File: config.mk
export PLATFORM = sky130hd
export DESIGN_NAME = ff_array_2p
export DESIGN_NICKNAME = d
export VERILOG_FILES = /design/src/rtl/ff_array_pkg.sv /design/src/rtl/ff_array_merge.sv /design/src/rtl/ff_array_2p.sv
export SDC_FILE = /design/constraint.sdc
export NUM_CORES = 1
export LEC_CHECK = 0
export ABC_AREA = 1
export CORE_MARGIN = 8
export CORE_UTILIZATION = 25
export CTS_BUF_LIST = sky130_fd_sc_hd__clkbuf_4
export DETAILED_ROUTE_END_ITERATION = 10
export HOLD_SLACK_MARGIN = 0.02
export PLACE_DENSITY = 0.46
export SETUP_SLACK_MARGIN = 0.3
export SLEW_MARGIN = 20
export SYNTH_ARGS = -nofsm -noshare
export SYNTH_HDL_FRONTEND = slang
export SYNTH_SLANG_ARGS = --single-unit
File: constraint.sdc
create_clock -name clk0 -period 1.56 [get_ports clk0]
set_clock_uncertainty 0.1 [all_clocks]
set_input_delay 0.234 -clock clk0 [delete_from_list [all_inputs] [get_ports clk0]]
set_output_delay 0.234 -clock clk0 [all_outputs]
set_load 0.005 [all_outputs]
File: src/rtl/ff_array_pkg.sv
// Shared types for the two-port flip-flop metadata array.
// Holds the bulk-clear sweep FSM encoding.
package ff_array_pkg;

  typedef enum logic {
    IDLE  = 1'b0,
    SWEEP = 1'b1
  } sweep_state_t;

endpackage

File: src/rtl/ff_array_merge.sv
// Per-bit two-port write-mask merge with port 1 taking priority on overlapping bits.
// Used by the commit path for every entry and, through it, by the read bypass.
module ff_array_merge #(
  parameter int WIDTH = 1
) (
  input  logic [WIDTH-1:0] cur,
  input  logic [WIDTH-1:0] mask0,
  input  logic [WIDTH-1:0] data0,
  input  logic [WIDTH-1:0] mask1,
  input  logic [WIDTH-1:0] data1,
  output logic [WIDTH-1:0] merged
);

  assign merged = (mask1 & data1)
                | (~mask1 & mask0 & data0)
                | (~mask1 & ~mask0 & cur);

endmodule

File: src/rtl/ff_array_2p.sv
// Two-port (R/W + W-only) flip-flop array for cache metadata with a bulk-clear sweep.
// Optional write-to-read bypass on port 0 is enabled by defining FF_ARRAY_2P_WR_FWD_EN.
module ff_array_2p
  import ff_array_pkg::*;
#(
  parameter int               S_INDEX   = 4,
  parameter int               WIDTH     = 1,
  parameter logic [WIDTH-1:0] CLR_VALUE = '0
) (
  input  logic               clk0,
  input  logic               rst0_n,
  input  logic               csb0,
  input  logic               web0,
  input  logic [S_INDEX-1:0] addr0,
  input  logic [WIDTH-1:0]   wmask0,
  input  logic [WIDTH-1:0]   din0,
  output logic [WIDTH-1:0]   dout0,
  input  logic               csb1,
  input  logic [S_INDEX-1:0] addr1,
  input  logic [WIDTH-1:0]   wmask1,
  input  logic [WIDTH-1:0]   din1,
  input  logic               clr,
  output logic               busy
);

  localparam int NUM_SETS = 1 << S_INDEX;

  // valid marks a write waiting to commit; port 0 also keeps addr as its read pointer.
  typedef struct packed {
    logic               valid;
    logic [S_INDEX-1:0] addr;
    logic [WIDTH-1:0]   mask;
    logic [WIDTH-1:0]   data;
  } wr_cmd_t;

  sweep_state_t       state;
  logic [S_INDEX-1:0] sweep_cnt;
  wr_cmd_t            cmd0;
  wr_cmd_t            cmd1;
  logic [WIDTH-1:0]   mem        [NUM_SETS];
  logic [WIDTH-1:0]   next_entry [NUM_SETS];

  for (genvar i = 0; i < NUM_SETS; i++) begin : g_entry
    logic hit0;
    logic hit1;

    assign hit0 = cmd0.valid && (cmd0.addr == S_INDEX'(i));
    assign hit1 = cmd1.valid && (cmd1.addr == S_INDEX'(i));

    ff_array_merge #(
      .WIDTH (WIDTH)
    ) u_merge (
      .cur    (mem[i]),
      .mask0  (hit0 ? cmd0.mask : '0),
      .data0  (cmd0.data),
      .mask1  (hit1 ? cmd1.mask : '0),
      .data1  (cmd1.data),
      .merged (next_entry[i])
    );
  end

`ifdef FF_ARRAY_2P_WR_FWD_EN
  // The merged next value already folds in both pending writes, so reading it is the bypass.
  assign dout0 = next_entry[cmd0.addr];
`else
  assign dout0 = mem[cmd0.addr];
`endif

  always_ff @(posedge clk0) begin
    if (!rst0_n) begin
      // NOTE: this is a flip-flop array, not SRAM, so every entry is reset explicitly.
      for (int i = 0; i < NUM_SETS; i++) begin
        mem[i] <= CLR_VALUE;
      end
      cmd0      <= '0;
      cmd1      <= '0;
      state     <= IDLE;
      sweep_cnt <= '0;
      busy      <= 1'b0;
    end else begin
      // NOTE: all state here uses non-blocking assignment; later writes to a field override earlier ones.
      unique case (state)
        IDLE: begin
          for (int i = 0; i < NUM_SETS; i++) begin
            mem[i] <= next_entry[i];
          end
          cmd0.valid <= 1'b0;
          cmd1.valid <= 1'b0;
          if (clr) begin
            state     <= SWEEP;
            sweep_cnt <= '0;
            busy      <= 1'b1;
          end else begin
            if (!csb0) begin
              cmd0 <= '{valid: !web0, addr: addr0, mask: wmask0, data: din0};
            end
            if (!csb1) begin
              cmd1 <= '{valid: 1'b1, addr: addr1, mask: wmask1, data: din1};
            end
          end
        end
        SWEEP: begin
          mem[sweep_cnt] <= CLR_VALUE;
          if (&sweep_cnt) begin
            state <= IDLE;
            busy  <= 1'b0;
          end else begin
            sweep_cnt <= sweep_cnt + 1'b1;
          end
        end
        default: begin
          state <= IDLE;
          busy  <= 1'b0;
        end
      endcase
    end
  end

endmodule
==> flow_metrics.tcl <==
set metrics [dict create \
    outcome "complete, but fails checks" \
    violations "negative setup slack" \
    seq_area_sq_um 859.6 \
    num-fill-cells 1015 \
    clock.fmax_ghz 0.5823 \
    synth_top_area_share_pct 33.33 \
    clk_latency_ns 0.36 \
    rsz0062_at_grt "yes" \
    final_nets 466 \
    power_density_nw_per_um2 600.2 \
    ys_warn_count 0 \
    stdcell_count 575 \
    path_clk_slew_ns 0.13 \
    end_kind "primary output" \
    layout_commonest_cell "nand2_1" \
    grt_usage_pct 13.60 \
    grt_antenna_before_repair 1 \
    area_growth_pct 60.62 \
    p_comb_share_pct 21.8 \
    synth_seq_cells 40 \
    yosysUniqueCellTypes 27 \
    syn_area_sq_um 2402 \
    dieHeight_microns 114.0 \
    drt-initial-drc-count 145 \
    cts_made_buffers 5 \
    synth_area_leader_cell "dfxtp_1" \
    drive_gt1_share_pct 49.89 \
    gp_congestion 0.8400 \
    clock_path_buffers 2 \
    cp.arrival_ns 1.38 \
    fin_ws_ns -0.1572 \
    yosysSeqAreaShare_pct 33.33 \
    p_sw_share_pct 30.33 \
    drtAntennaViolNets 0 \
    io_pins 20 \
    final_cell_mix "nand2_1, buf_4, nor2_1" \
    dieArea_sq_um 13000 \
    drc_errors 0 \
    cts-root-buf "clkbuf_4" \
    cts_hold_buf 0 \
    grt_pass1_wl_microns 13960 \
    viasPerCell 4.770 \
    synthCells 372 \
    start_kind "flop" \
    hold_class "in2reg" \
    min_period_over_period_pct 110.1 \
    cp.required_ns 1.23 \
    fin_area_sq_um 3859 \
    drt_pass1_iterations 4 \
    htreeDepth 2 \
    grt_pass1_vias 2631 \
    row_count 35 \
    dp_hpwl_microns 6024 \
    wl_per_cell_microns 14.92 \
    die-width_microns 114.0 \
    p_int_mw 1.614 \
    hold_viol 0 \
    maxCapViolCount 0 \
    place_inst 543 \
    synth.top_cells.by_area "dfxtp_1, nand2_1, nand3_1, a21oi_1, nor2_1" \
    core_area_sq_um 9284 \
    grt_remaining_overflow 0 \
    port_buffers 19 \
    grt_start_max_net_pins 13 \
    routed-via-count 2743 \
    worst_pin_slew_ns 0.3324 \
    relSlewSlack_pct 77.70 \
    seq_power_share_pct 47.9 \
    cp_max_fo 8 \
    syn_nets 394 \
    min_period_ns 1.717 \
    finalSetupViolations 1 \
    avgSynthCellArea_sq_um 6.458 \
    clock-sinks 40 \
    finalWirelength_microns 8579 \
    cts_tree "built" \
    leakagePower_nw 1.496 \
    initial_utilization_pct 25.88 \
    slew_viol_final 0 \
    multi_input_area_sq_um 1839 \
    crit_type "reg2out" \
    peakVddDrop_v 0.0003018 \
    p_sw_mw 0.7024 \
    pwr-share-clk_pct 30.3 \
    dpl-instance-area_sq_um 2968 \
    tns_ns -0.1572 \
]
## worst paths after layout
path | from | endpoint | slack, ns | cells after the start
setup / recovery | flop | dout0 | -0.16 | 7
hold / removal | wmask0 | cmd0[1] | 0.33 | 3
setup reg to reg | state | cmd1[3] | 0.10 | 6
hold reg to reg | mem[5] | mem[5] | 0.37 | 2
## stage by stage
stage	setup slack [ns]	power, mW	hold slack, ns	util, %
floorplan	0.3115	1.308	0.2263	-
global placement	-0.1391	1.468	0.3514	31.97
detailed placement	-0.1665	1.468	0.3523	31.97
CTS	-0.1753	2.285	0.3041	38.03
global route	-0.2884	2.428	0.3232	41.56
finish	-0.1572	2.316	0.3295	41.56
## what timing repair did
action                     4_1_cts  5_1_grt
pin swaps                       52       54
setup endpoints to repair       37       40
cloned                           2        1
gates resized for setup        137       78
buffers inserted                11        9
## cell families after synthesis
logic type / after synthesis / synth area share [%]
and+or+nand+nor: 196 / 37.76
AOI/OAI and AO/OA: 77 / 17.03
buffers and inverters: 55 / 9.791
DFF: 40 / 33.33
adders and majority gates: 4 / 2.083
## synth_stat cells
master and n:
clkbuf_1 3, nor2_1 36, o21ai_1 14, inv_2 8, nor2_4 6, a21oi_2 1
nor3_1 1, ha_1 4, nand4_1 1, inv_1 33, a31oi_1 2, a21oi_1 34
o21ai_0 21, dfxtp_1 40, or2_4 1, o211ai_1 4, clkinv_1 3, nand3_1 50
buf_6 3, nand2_2 3, nor3_4 2, nand3_2 1, buf_2 5, nand2_1 89
nand3b_1 1, nor2_2 5, o31ai_2 1
## layer usage
metal	track usage (%)	routed length [microns]	vias to the layer above
li1	-	-	1372
met1	17.46	4051	1292
met2	23.03	4088	65
met3	2.377	288	14
met4	3.106	151	0
met5	0	0	-
## flip-flops by register name, summed over array words and instances, names as in the netlist, named ones only
signal	flops
cmd1	7
busy	1
state	1
cmd0	7
mem	16
sweep_cnt	4
## final cells by class
cell class / count / area share, %
well taps: 129 / 4.183
repair inverters: 1 / 0.1946
multi-input cells: 277 / 47.67
repair buffers: 75 / 18.68
inverters: 44 / 4.994
diodes: 1 / 0.06485
clock inverters: 3 / 0.9728
clock buffers: 5 / 0.9728
flip-flops and latches: 40 / 22.28
## power by group through the flow
stage	registers, mW	logic (mW)	clock network (mW)
floorplan	1.11	0.198	0
global placement	1.12	0.345	0
detailed placement	1.12	0.344	0
CTS	1.11	0.453	0.726
global route	1.12	0.548	0.764
finish	1.11	0.505	0.702
## critical path, cell delays in order (launching register included)
cell and delay, ns:
dfxtp_4 0.39, buf_12 0.14, a21oi_2 0.10, o21ai_1 0.07
nand3_1 0.09, nand3_2 0.07, nand2_1 0.06, buf_2 0.10
(Power assumes the default switching activity.)
